### src/rtl/cic_dec_ctrl.sv
// rtl/cic_dec_ctrl.sv - CIC decimator sequencer: strobes, flush and boundary-aligned rate/gain changes.
// Optional rate clamp/error flag enabled by defining CIC_DEC_CTRL_RATE_CHK_EN.
module cic_dec_ctrl #(
    parameter int addedgain_width = 3,
    parameter int FLUSH_STROBES   = 8
) (
    input  logic                       clk,
    input  logic                       rst,
    input  logic                       run,
    input  logic                       strobe_in,
    input  logic                       set_stb,
    input  logic [7:0]                 set_rate,
    input  logic [addedgain_width-1:0] set_gain,
    output logic                       cic_rst,
    output logic                       strobe_int,
    output logic                       strobe_out,
    output logic [7:0]                 rate_cur,
    output logic [addedgain_width-1:0] gain_cur,
    output logic                       busy,
    output logic                       rate_err
);

    typedef enum logic [1:0] {S_IDLE, S_RELEASE, S_FLUSH, S_RUN} state_t;

    localparam int FW = $clog2(FLUSH_STROBES + 1);

    state_t                     r_state, w_state_nxt;
    logic [7:0]                 r_dec_cnt, w_dec_cnt_nxt;
    logic [FW-1:0]              r_flush_cnt, w_flush_cnt_nxt;
    logic [7:0]                 r_rate, w_rate_nxt;
    logic [7:0]                 r_pend_rate, w_pend_rate_nxt;
    logic [addedgain_width-1:0] r_gain, w_gain_nxt;
    logic [addedgain_width-1:0] r_pend_gain, w_pend_gain_nxt;
    logic                       r_pend, w_pend_nxt;
    logic                       r_sint, w_sint_nxt;
    logic                       r_sout, w_sout_nxt;
    logic                       r_err, w_err_nxt;
    logic [7:0]                 w_set_rate_m;
    logic                       w_bad_rate;
    logic                       w_boundary;

`ifdef CIC_DEC_CTRL_RATE_CHK_EN
    assign w_bad_rate   = (set_rate == 8'd0) || (set_rate > 8'd128);
    assign w_set_rate_m = (set_rate == 8'd0) ? 8'd1 :
                          (set_rate > 8'd128) ? 8'd128 : set_rate;
`else
    assign w_bad_rate   = 1'b0;
    assign w_set_rate_m = (set_rate == 8'd0) ? 8'd1 : set_rate;
`endif

    assign w_boundary = strobe_in && (r_dec_cnt == (r_rate - 8'd1));

    always_comb begin
        w_state_nxt     = r_state;
        w_dec_cnt_nxt   = r_dec_cnt;
        w_flush_cnt_nxt = r_flush_cnt;
        w_rate_nxt      = r_rate;
        w_gain_nxt      = r_gain;
        w_pend_rate_nxt = r_pend_rate;
        w_pend_gain_nxt = r_pend_gain;
        w_pend_nxt      = r_pend;
        w_sint_nxt      = 1'b0;
        w_sout_nxt      = 1'b0;
        w_err_nxt       = r_err | (set_stb & w_bad_rate);

        if (!run) begin
            // Dropping run applies whatever config is newest, so IDLE always shows the active setting.
            w_state_nxt     = S_IDLE;
            w_dec_cnt_nxt   = 8'd0;
            w_flush_cnt_nxt = '0;
            w_pend_nxt      = 1'b0;
            if (set_stb) begin
                w_rate_nxt = w_set_rate_m;
                w_gain_nxt = set_gain;
            end else if (r_pend) begin
                w_rate_nxt = r_pend_rate;
                w_gain_nxt = r_pend_gain;
            end
        end else begin
            case (r_state)
                S_IDLE: begin
                    w_dec_cnt_nxt   = 8'd0;
                    w_flush_cnt_nxt = '0;
                    if (set_stb) begin
                        w_rate_nxt = w_set_rate_m;
                        w_gain_nxt = set_gain;
                    end
                    w_state_nxt = S_RELEASE;
                end
                S_RELEASE: begin
                    w_flush_cnt_nxt = '0;
                    w_state_nxt     = S_FLUSH;
                end
                S_FLUSH: begin
                    if (strobe_in) begin
                        w_sint_nxt = 1'b1;
                        if (r_flush_cnt == FW'(FLUSH_STROBES - 1)) begin
                            w_state_nxt   = S_RUN;
                            w_dec_cnt_nxt = 8'd0;
                        end else begin
                            w_flush_cnt_nxt = r_flush_cnt + 1'b1;
                        end
                    end
                end
                default: begin
                    if (strobe_in) begin
                        w_sint_nxt = 1'b1;
                        if (w_boundary) begin
                            w_sout_nxt    = 1'b1;
                            w_dec_cnt_nxt = 8'd0;
                            if (r_pend) begin
                                w_rate_nxt  = r_pend_rate;
                                w_gain_nxt  = r_pend_gain;
                                w_pend_nxt  = 1'b0;
                                w_state_nxt = S_RELEASE;
                            end
                        end else begin
                            w_dec_cnt_nxt = r_dec_cnt + 8'd1;
                        end
                    end
                end
            endcase
            // Captured after the boundary logic so a same-cycle set_stb waits for the next boundary.
            if (set_stb && (r_state != S_IDLE)) begin
                w_pend_rate_nxt = w_set_rate_m;
                w_pend_gain_nxt = set_gain;
                w_pend_nxt      = 1'b1;
            end
        end
    end

    always_ff @(posedge clk) begin
        if (rst) begin
            r_state     <= S_IDLE;
            r_dec_cnt   <= 8'd0;
            r_flush_cnt <= '0;
            r_rate      <= 8'd1;
            r_gain      <= '0;
            r_pend_rate <= 8'd1;
            r_pend_gain <= '0;
            r_pend      <= 1'b0;
            r_sint      <= 1'b0;
            r_sout      <= 1'b0;
            r_err       <= 1'b0;
        end else begin
            r_state     <= w_state_nxt;
            r_dec_cnt   <= w_dec_cnt_nxt;
            r_flush_cnt <= w_flush_cnt_nxt;
            r_rate      <= w_rate_nxt;
            r_gain      <= w_gain_nxt;
            r_pend_rate <= w_pend_rate_nxt;
            r_pend_gain <= w_pend_gain_nxt;
            r_pend      <= w_pend_nxt;
            r_sint      <= w_sint_nxt;
            r_sout      <= w_sout_nxt;
            r_err       <= w_err_nxt;
        end
    end

    assign cic_rst    = (r_state == S_IDLE) || (r_state == S_RELEASE);
    assign strobe_int = r_sint;
    assign strobe_out = r_sout;
    assign rate_cur   = r_rate;
    assign gain_cur   = r_gain;
    assign busy       = (r_state != S_RUN) || r_pend;
    assign rate_err   = r_err;

endmodule

### config.mk
export PLATFORM = sky130hd
export DESIGN_NAME = cic_dec_ctrl
export DESIGN_NICKNAME = d
export VERILOG_FILES = /design/src/rtl/cic_dec_ctrl.sv
export SDC_FILE = /design/constraint.sdc
export NUM_CORES = 1
export LEC_CHECK = 0
export ABC_AREA = 1
export CELL_PAD_IN_SITES_DETAIL_PLACEMENT = 0
export CELL_PAD_IN_SITES_GLOBAL_PLACEMENT = 1
export CORE_ASPECT_RATIO = 1.5
export CORE_MARGIN = 2
export CORE_UTILIZATION = 41
export DETAILED_ROUTE_END_ITERATION = 16
export PLACE_DENSITY = 0.83
export SLEW_MARGIN = 10
export SYNTH_ARGS = -nofsm -noshare
export SYNTH_HDL_FRONTEND = slang
export SYNTH_SLANG_ARGS = --single-unit
### constraint.sdc
create_clock -name clk -period 3.6 [get_ports clk]
set_clock_uncertainty 0.05 [all_clocks]
set_input_delay 0.72 -clock clk [delete_from_list [all_inputs] [get_ports clk]]
set_output_delay 0.72 -clock clk [all_outputs]
set_load 0.02 [all_outputs]
== After elaboration in Yosys (flattened, before gate mapping) ==
Cells that the tools add are included.

* Output and inout port bits: 16
* Input bits: 16
* Bits in registers: 39
* Word-level logic and storage cells: 90
* Memory bits (writable): 0
* Latch bits: 0
* Memory bits (read-only): 0
* Memories kept: 0

* Equality and inequality tests: 13
* Shifts and indexed selects: 0
* Bitwise gates (word level): 3
* Add/sub/neg operators: 3
* Multiplexer cells: 35
* $lt $le $gt $ge: 0
* Div/mod/pow operators: 0
* Reductions and logical operators: 26
* $mul: 0

{| class="wikitable"
|+ Operator list
! kind !! number
|-
| 8-bit two-way mux || 11
|-
| 8-bit one-hot mux with 3 select lines || 1
|-
| 3-bit two-way mux || 6
|-
| 8-bit one-hot mux with 2 select lines || 1
|-
| 2-bit two-way mux || 5
|-
| 2-bit != test (second input constant) || 5
|-
| 2-bit nonzero test || 5
|-
| 8-bit by 1-bit adder with 8-bit output (second input constant) || 1
|-
| 8-bit == test || 1
|-
| 8-bit zero test || 1
|-
| 4-bit two-way mux || 2
|-
| 4-bit one-hot mux with 2 select lines || 1
|-
| 4-bit AND reduction || 2
|-
| 4-bit nonzero test || 2
|-
| 8-bit by 1-bit subtractor with 8-bit output (second input constant) || 1
|-
| 1-bit two-way mux || 6
|-
| 3-bit by 1-bit != test with 1-bit output (second input constant) || 2
|-
| 2-bit one-hot mux with 3 select lines || 1
|-
| 3-bit one-hot mux with 2 select lines || 1
|-
| 3-bit AND reduction || 2
|-
| 2-bit OR reduction || 3
|-
| 6-bit OR reduction || 1
|-
| 5-bit AND reduction || 1
|-
| 4-bit by 1-bit adder with 4-bit output (second input constant) || 1
|-
| 13 further kinds || 17
|}

== Longest topological paths before layout ==
Gate-level depths: netlist (run 1).

* Word-level depth: 7
* Mapped depth: 18
* Mapped depth without buffers: 17

== Worst setup path after synthesis (run 1) ==
Ideal clock, no wire load.

* Path kind: reg2reg
* Start point: register r_rate[0] (netlist: rate_cur[0])
* End point: register r_rate[2] (netlist: rate_cur[2])
* Library setup time: 0.113 ns
* Setup slack: 1.525 ns
* Data arrival time: 1.912 ns
* Data required time: 3.437 ns
* Buffers on the path: 1
* Clock period less this slack: 2.075 ns
* Cell stages (with the launch flop): 15
* Cell sequence: dfxtp_1 -> inv_1 -> ha_1 -> xnor2_1 -> nor2_1 -> nand3_1 -> nor2_1 -> nand3_2 -> nand2_2 -> nand2_2 -> nand2_4 -> buf_6 -> nand2_1 -> nand2_1 -> nor2_1

* Longest elaborated chain between the ends: 5

{| class="wikitable"
|+ RTL lines
! what !! RTL line !! RTL
|-
| start, declared || 30 || <nowiki>logic [7:0] r_rate, w_rate_nxt;</nowiki>
|-
| start signal, assigned || 149 || <nowiki>r_rate <= w_rate_nxt;</nowiki>
|-
| 8-bit by 1-bit subtractor with 8-bit output || 51 || <nowiki>assign w_boundary = strobe_in && (r_dec_cnt == (r_rate - 8'd1));</nowiki>
|-
| 8-bit == test || 51 ||
|-
| 1-bit logical AND || 51 ||
|-
| 3-bit by 1-bit != test with 1-bit output (no source line) || -- ||
|-
| 4-bit AND reduction (no source line) || -- ||
|}

Every way passes these cells.
A chain may end at the register's enable or synchronous reset.

== Worst setup path after layout (run 1) ==
* Start point: register r_state[0]
* End point: output port cic_rst

* Longest elaborated chain between the ends: 2
* Elaborated cells between the ends (all ways): 3
* Those cells by class: eq/ne: 1; reduce/logical: 2

{| class="wikitable"
|+ RTL lines
! what !! RTL line !! RTL
|-
| start, declared || 27 || <nowiki>state_t r_state, w_state_nxt;</nowiki>
|-
| start signal, assigned || 146 || <nowiki>r_state <= w_state_nxt;</nowiki>
|-
| 2-bit by 1-bit == test with 1-bit output / 2-bit zero test (equally long branches) || 160 || <nowiki>assign cic_rst = (r_state == S_IDLE) || (r_state == S_RELEASE);</nowiki>
|-
| 1-bit logical OR * || 160 ||
|-
| end, declared || 14 || <nowiki>output logic cic_rst,</nowiki>
|}

Mark *: on every way between the ends. The rest lies on a longest branch, timed or not.

==> results.md, run 1 <==
* CTS tree: done
* Seq/Total Area, Yosys at 34.5%
* Setup violations, final at 0
* Antenna-violating nets left at 0
* Share of cells above drive strength 1 at approximately 5.0%
* Cell mode on critical path: inv_1
* Peak supply drop at about 0.27 mV
* Nets@finish at around 400
* Worst setup EP type: primary output
* Starting density of the core at 41.9%
* Critical path's slowest cell: clkdlybuf4s50_1
* Slew @ Worst Pin at 633 ps
* Cts-stage hold buffer count at 0
* Number of flops mapped to enable cells by yosys at 0
* H-tree depth at 2
* Main combinational cell family by area after synthesis: simple AND/OR/NAND/NOR gates
* Setup repair bufs after CTS at 0
* Worst-path maximum fanout at 7
* Top Ports at 32
* Endpoints failing hold at 0
* Outcome: finished, final reports clean
* I/O Buffers at 30
* Total power at 1.42 mW
* Rows at 33
* Clock Tree Buf Depth at 2
* Final worst path period share at 73.0%
* Post-synth top cells: nand2_1, nor2_1, inv_1
* Clock Pin Slew Worst Setup and Hold Paths at 80 ps
* Chip width at between 60 and 70 um
* Syn_area_per_cell at ~6.5 sq um
* Antenna diodes at 0
* Mapped Cells at 350
* #FFs+latches synth at 39
* Synth Flop Type: dfxtp_1
* Critical Path RT at 2830 ps
* GRT Total Usage at 20.6%
* Yosys synthesis warning count at 0
* Synth area leader: dfxtp_1
* Post-CTS Resized at 0
* CTS buffer count at 5
* Synth top area share at 34.5%
* TNS Setup at 0 ps
* Largest net degree at the start of global routing at 25
* Post-Syn Area at 2260 sq um
* Detailed-route vias per instance at 5.00
* Worst Path Arrival at 1860 ps
* Pwr dens at between 500 and 600 nW/um^2
* RSZ-0062 raised after global routing: false
* Vias at 2239
* Adder-Cell Fraction of Synth Area at 4.42%
* Drt drc at 0
* CP Launch Type: flop
* Max Cap Viol at 0
* Root buf cell: clkbuf_8
* FMAX at 380 MHz
* Core box area at 5410 sq um
* Hold WC Path Type: flop to flop
* Multiplexer share of the synthesized area at 0%
* Die ar. at slightly above 6000 sq um
* DP Wirelength at approximately 4.4 mm
* Chip height at 95.0 um
* Synth top area cells: dfxtp_1, nand2_1, nor2_1
* Top-count cell post-synth: nand2_1
* Setup CP Type: flop to primary output
* Slew HR at 57.8%
* Compound-Gate Fraction of Synth Area at 16.9%
* Vias in the first global route at 2137
* Routability cong. at 0.804
* Skew-Pair Late Insertion Delay at 290 ps
* Crit path time final at 2630 ps
* Async SR Flop Fraction at 0%
* Simple-gate share of the synthesized area at a little under a third
* Crit-path cells: inv_1, ha_1, nor2_1, inv_1, clkdlybuf4s50_1
* Post-Syn Nets at 374
* DRT iter0 DRCs at 94
* DR WL/cell at 12.9 um
* Largest stage delay, worst path at ~540 ps
* LEAKAGE at roughly 1.1 nW
* Syn-to-layout area delta at 20.0%
* Final Max Tran Viols at 0
* Initial antenna violation count at 0
* Fill count at approximately 590
* Initial DRT Pass Iterations at 4
* Post-synth cell types at 31
* First-pass GRT wire length at 9.73 mm
* XOR/XNOR Fraction of Synth Area at 2.32%
* Grt total ovfl at 0
* Clock sinks at 39
* Post-Route WL at 5.76 mm
-- critical path, delay by kind of cell, from the launching register on --
family,cells,cell delay [ps]
and+or+nand+nor,1,170
DFF,1,420
adders and majority gates,1,280
buffers and inverters,3,700
-- area by class of cell --
| class | instances | area [sq um] | share of cell area [%] |
|---|---|---|---|
| clock buffer | 6 | 82.6 | 3.04 |
| multi-input combinational | 258 | 1260 | 46.5 |
| clock inverter | 2 | 35.0 | 1.29 |
| inverter | 41 | 154 | 5.66 |
| timing repair buffer | 32 | 315 | 11.6 |
| sequential | 39 | 781 | 28.7 |
| tap | 70 | 87.6 | 3.22 |
-- stage by stage --
| stage | instance area (sq um) | setup slack [ps] | instances | utilization (%) | hold slack [ps] |
|---|---|---|---|---|---|
| 2_1_floorplan | 2260 | 1520 | 350 | - | 379 |
| 3_3_place_gp | 2600 | 964 | 440 | 48.1 | 393 |
| 3_5_place_dp | 2600 | 914 | 440 | 48.1 | 398 |
| 4_1_cts | 2720 | 964 | 448 | 50.2 | 411 |
| 5_1_grt | 2720 | 833 | 448 | 50.2 | 427 |
| 6_report | 2720 | 971 | 448 | 50.2 | 408 |
-- cell families (layout without fill, tap and decap cells) --
kind of cell,count (synthesis),in the layout
AND/OR/NAND/NOR,172,172
buffers and inverters,53,81
flip-flops,39,39
adder cells (fa/ha/maj),8,8
AO/OA/AOI/OAI,71,71
other,1,1
XOR/XNOR,6,6
-- routing by layer --
layer | share of wire (%) | up-vias | routed length (um) | GRT usage (%)
met1 | 40 | 1033 | 2310 | 20.2
met5 | 0 | - | 0 | 0
met2 | 56 | 28 | 3220 | 41.7
met3 | 2.7 | 6 | 154 | 4.25
li1 | - | 1172 | - | -
met4 | 1.4 | 0 | 83 | 6.91
-- path summary, 6_finish.rpt --
check / cells after the start / end / slack [ps] / from
setup / recovery: 5 / cic_rst / 970 / r_state[0]
hold / removal: 2 / r_pend_gain[1] / 410 / r_pend_gain[1]
setup reg to reg: 8 / r_pend_gain[0] / 1330 / r_state[0]
hold reg to reg: 2 / r_pend_gain[1] / 410 / r_pend_gain[1]
-- placed cells by master (no fill, tap or decap), types with 2 or more instances in the layout --
cell type        count
o21ai_0             33
nand2_1             78
nor2_2               4
o211ai_1             6
xnor2_1              4
nor3_1               7
a211oi_1             2
clkdlybuf4s50_1     30
buf_4                2
nand3b_1             3
ha_1                 8
clkbuf_8             6
xor2_1               2
dfxtp_1             39
nand2_2              2
nor2_1              55
nand3_1             18
inv_1               41
a21oi_1             25
o21ai_1              2
-- flip-flops by register name (all words and copies together) (netlist names) --
| register | cells |
|---|---|
| gain_cur | 3 |
| r_dec_cnt | 8 |
| r_flush_cnt | 4 |
| r_pend | 1 |
| r_pend_gain | 3 |
| r_pend_rate | 8 |
| r_state | 2 |
| rate_cur | 8 |
| strobe_int | 1 |
| strobe_out | 1 |
-- where the power goes --
part | leakage [nW] | internal, mW | total, mW | switching, mW
Clock | 0.0612 | 0.224 | 0.387 | 0.163
Sequential | 0.318 | 0.475 | 0.526 | 0.0517
Combinational | 0.734 | 0.198 | 0.511 | 0.313
Total | 1.11 | 0.898 | 1.42 | 0.527
(Power assumes the default switching activity.)
==> run 2, diff against run 1 <==
--- a/config.mk
+++ b/config.mk
@@ -10,9 +10,9 @@
 export CELL_PAD_IN_SITES_GLOBAL_PLACEMENT = 1
 export CORE_ASPECT_RATIO = 1.5
 export CORE_MARGIN = 2
-export CORE_UTILIZATION = 41
+export CORE_UTILIZATION = 38
 export DETAILED_ROUTE_END_ITERATION = 16
-export PLACE_DENSITY = 0.83
+export PLACE_DENSITY = 0.78
 export SLEW_MARGIN = 10
 export SYNTH_ARGS = -nofsm -noshare
 export SYNTH_HDL_FRONTEND = slang
==> constraint.sdc (replaced) <==
create_clock -name clk -period 2.7 [get_ports clk]
set_clock_uncertainty 0.05 [all_clocks]
set_input_delay 0.54 -clock clk [delete_from_list [all_inputs] [get_ports clk]]
set_output_delay 0.54 -clock clk [all_outputs]
set_load 0.02 [all_outputs]
==> results.md, run 2 (same netlist as run 1, synthesis figures left out) <==
* Outcome: finished, final reports clean
* Post-CTS Resized at 0 (unchanged)
* Critical Path RT at 2110 ps (-720 ps)
* Syn-to-layout area delta at 20.0% (unchanged)
* Post-Route WL at 5.83 mm (+1.2%)
* Worst setup EP type: primary output
* Cts-stage hold buffer count at 0 (unchanged)
* Switch Pwr at 0.695 mW (+32%)
* Drt drc at 0 (unchanged)
* Power share of the clock group at 24.1% (-3.1 points)
* Detailed-route vias per instance at 5.00 (about the same)
* Hold WC Path Type: flop to flop
* Nets@finish at 403 (+0.50%)
* Peak supply drop at 0.312 mV (+17%)
* Initial antenna violation count at 0 (unchanged)
* Crit path time final at 2470 ps
* Chip width at 67.0 um (+3.6%)
* Share of cells above drive strength 1 at 5.26% (+0.24 points)
* Antenna-violating nets left at 0 (unchanged)
* Clock Tree Buf Depth at 2 (unchanged)
* FMAX at a little over 400 MHz
* Endpoints failing hold at 0 (unchanged)
* Routability cong. at 0.798 (-0.73%)
* Design area at 2720 sq um (unchanged)
* CTS buffer count at 5 (unchanged)
* Top Ports at 32 (unchanged)
* Die ar. at 6610 sq um (+7.5%)
* I/O Buffers at 30 (unchanged)
* Worst Path Arrival at 1880 ps (+20 ps)
* TNS Setup at 0 ps (unchanged)
* Setup violations, final at 0 (unchanged)
* Critical path's slowest cell: clkdlybuf4s50_1
* Antenna diodes at 0 (unchanged)
* Final Max Tran Viols at 0 (unchanged)
* Chip height at 98.6 um (+3.7%)
* Setup CP Type: flop to primary output
* Largest stage delay, worst path at 530 ps (about the same)
* Min Hold Slack at 410 ps (+2.08 ps)
* Vias at 2261 (+0.98%)
* Most common cell after layout, fill and taps aside: nand2_1
* Initial DRT Pass Iterations at 4 (unchanged)
* DP Wirelength at 4.47 mm (+2.8%)
* Post-DP Area at 2620 sq um (+0.67%)
* RSZ-0062 raised after global routing: false
* DR WL/cell at 12.9 um (+0.32%)
* First-pass GRT wire length at 9.90 mm (+1.8%)
* CTS tree: done
* Seq pwr share at 38.2% (+1.3 points)
* Slew @ Worst Pin at 612 ps (-20.9 ps)
* Starting density of the core at 39.1% (-2.7 points)
* Sw Share at 38.0% (+1.0 points)
* Root buf cell: clkbuf_8
* H-tree depth at 2 (unchanged)
* Cell internal pwr at 1.13 mW (+26%)
* Clock sinks at 39 (unchanged)
* Pwr dens at 673 nW/um^2 (+28%)
* LEAKAGE at 1.11 nW (about the same)
* Vias in the first global route at 2189 (+2.4%)
* Fill count at 631 (+7.7%)
* Max Cap Viol at 0 (unchanged)
* Crit-path cells: inv_1, ha_1, nor2_1, inv_1, clkdlybuf4s50_1
* Clock Pin Slew Worst Setup and Hold Paths at 70 ps (about the same)
* Slew HR at 59.2% (+1.4 points)
* Commonest cells after routing, fill and taps aside: nand2_1, nor2_1, inv_1
* Rows at 34 (+3.0%)
* Largest net degree at the start of global routing at 25 (unchanged)
* Grt total ovfl at 0 (unchanged)
* Combinational group share of total power at 37.7% (+1.8 points)
* Skew-Pair Late Insertion Delay at 300 ps (about the same)
* Cell mode on critical path: inv_1
* Worst-path maximum fanout at 7 (unchanged)
* Core box area at 5790 sq um (+7.0%)
* GRT Total Usage at 19.6% (-1.0 points)
* Final worst path period share at 91.4%
* DRT iter0 DRCs at 105 (+12%)
* CP Launch Type: flop
* Setup repair bufs after CTS at 0 (unchanged)
[run 2: cell count changes in the layout (fill, tap and decap cells not counted)]
cell       delta
buf_4         +2
bufinv_16     -1
clkbuf_1      +1
clkbuf_8      +1
clkinv_2      -1
[run 2: path summary, 6_finish.rpt]
kind,start,end,slack (ps),depth (start not counted)
worst max-delay path,r_state[0],cic_rst,230,5
worst min-delay path,r_pend_gain[2],r_pend_gain[2],410,2
worst max register to register,rate_cur[0],rate_cur[6],480,16
worst min register to register,r_pend_gain[2],r_pend_gain[2],410,2
[run 2: power by group through the flow]
stage / Combinational (mW) / Clock, mW / Sequential, mW
final: 0.690 / 0.441 / 0.699
after global routing: 0.782 / 0.481 / 0.708
after CTS: 0.694 / 0.456 / 0.700
after detailed placement: 0.691 / 0 / 0.712
after global placement: 0.690 / 0 / 0.713
after floorplan: 0.455 / 0 / 0.737
[run 2: area by class of cell]
cell class,count,area (sq um),share of cell area [%]
Clock buffer,8,100,3.68
Multi-Input combinational cell,258,1260,46.5
Inverter,41,154,5.66
Tap cell,72,90.1,3.31
Sequential cell,39,781,28.7
Timing Repair Buffer,34,330,12.2
[run 2: worst max-delay path: cells and delay by family, from the launching register on]
family        cells  cell delay [ps]
buf+inv           3              700
fa+ha+maj         1              290
simple gates      1              170
flops             1              420
[run 2: metal layers]
metal | up-vias | GRT usage [%] | wire (um)
li1 | 1177 | - | -
met2 | 46 | 36.2 | 3070
met4 | 0 | 9.42 | 193
met1 | 1023 | 20.5 | 2370
met3 | 15 | 3.20 | 200
met5 | - | 0 | 0
[run 2: through the flow]
stage	utilization (%)	setup slack, ps	std cells	power (mW)
floorplan	-	625	350	1.19
global placement	45.2	347	444	1.40
detailed placement	45.2	319	444	1.40
CTS	47.0	226	452	1.85
global route	47.0	147	452	1.97
finish	47.0	231	452	1.83
==> run 3, diff against run 2 <==
--- a/config.mk
+++ b/config.mk
@@ -11,6 +11,7 @@
 export CORE_ASPECT_RATIO = 1.5
 export CORE_MARGIN = 2
 export CORE_UTILIZATION = 38
+export CTS_CLUSTER_SIZE = 14
 export DETAILED_ROUTE_END_ITERATION = 16
 export PLACE_DENSITY = 0.78
 export SLEW_MARGIN = 10
==> results of run 3 <==
No change in the layout: final DEF, timing and power equal those of run 2.
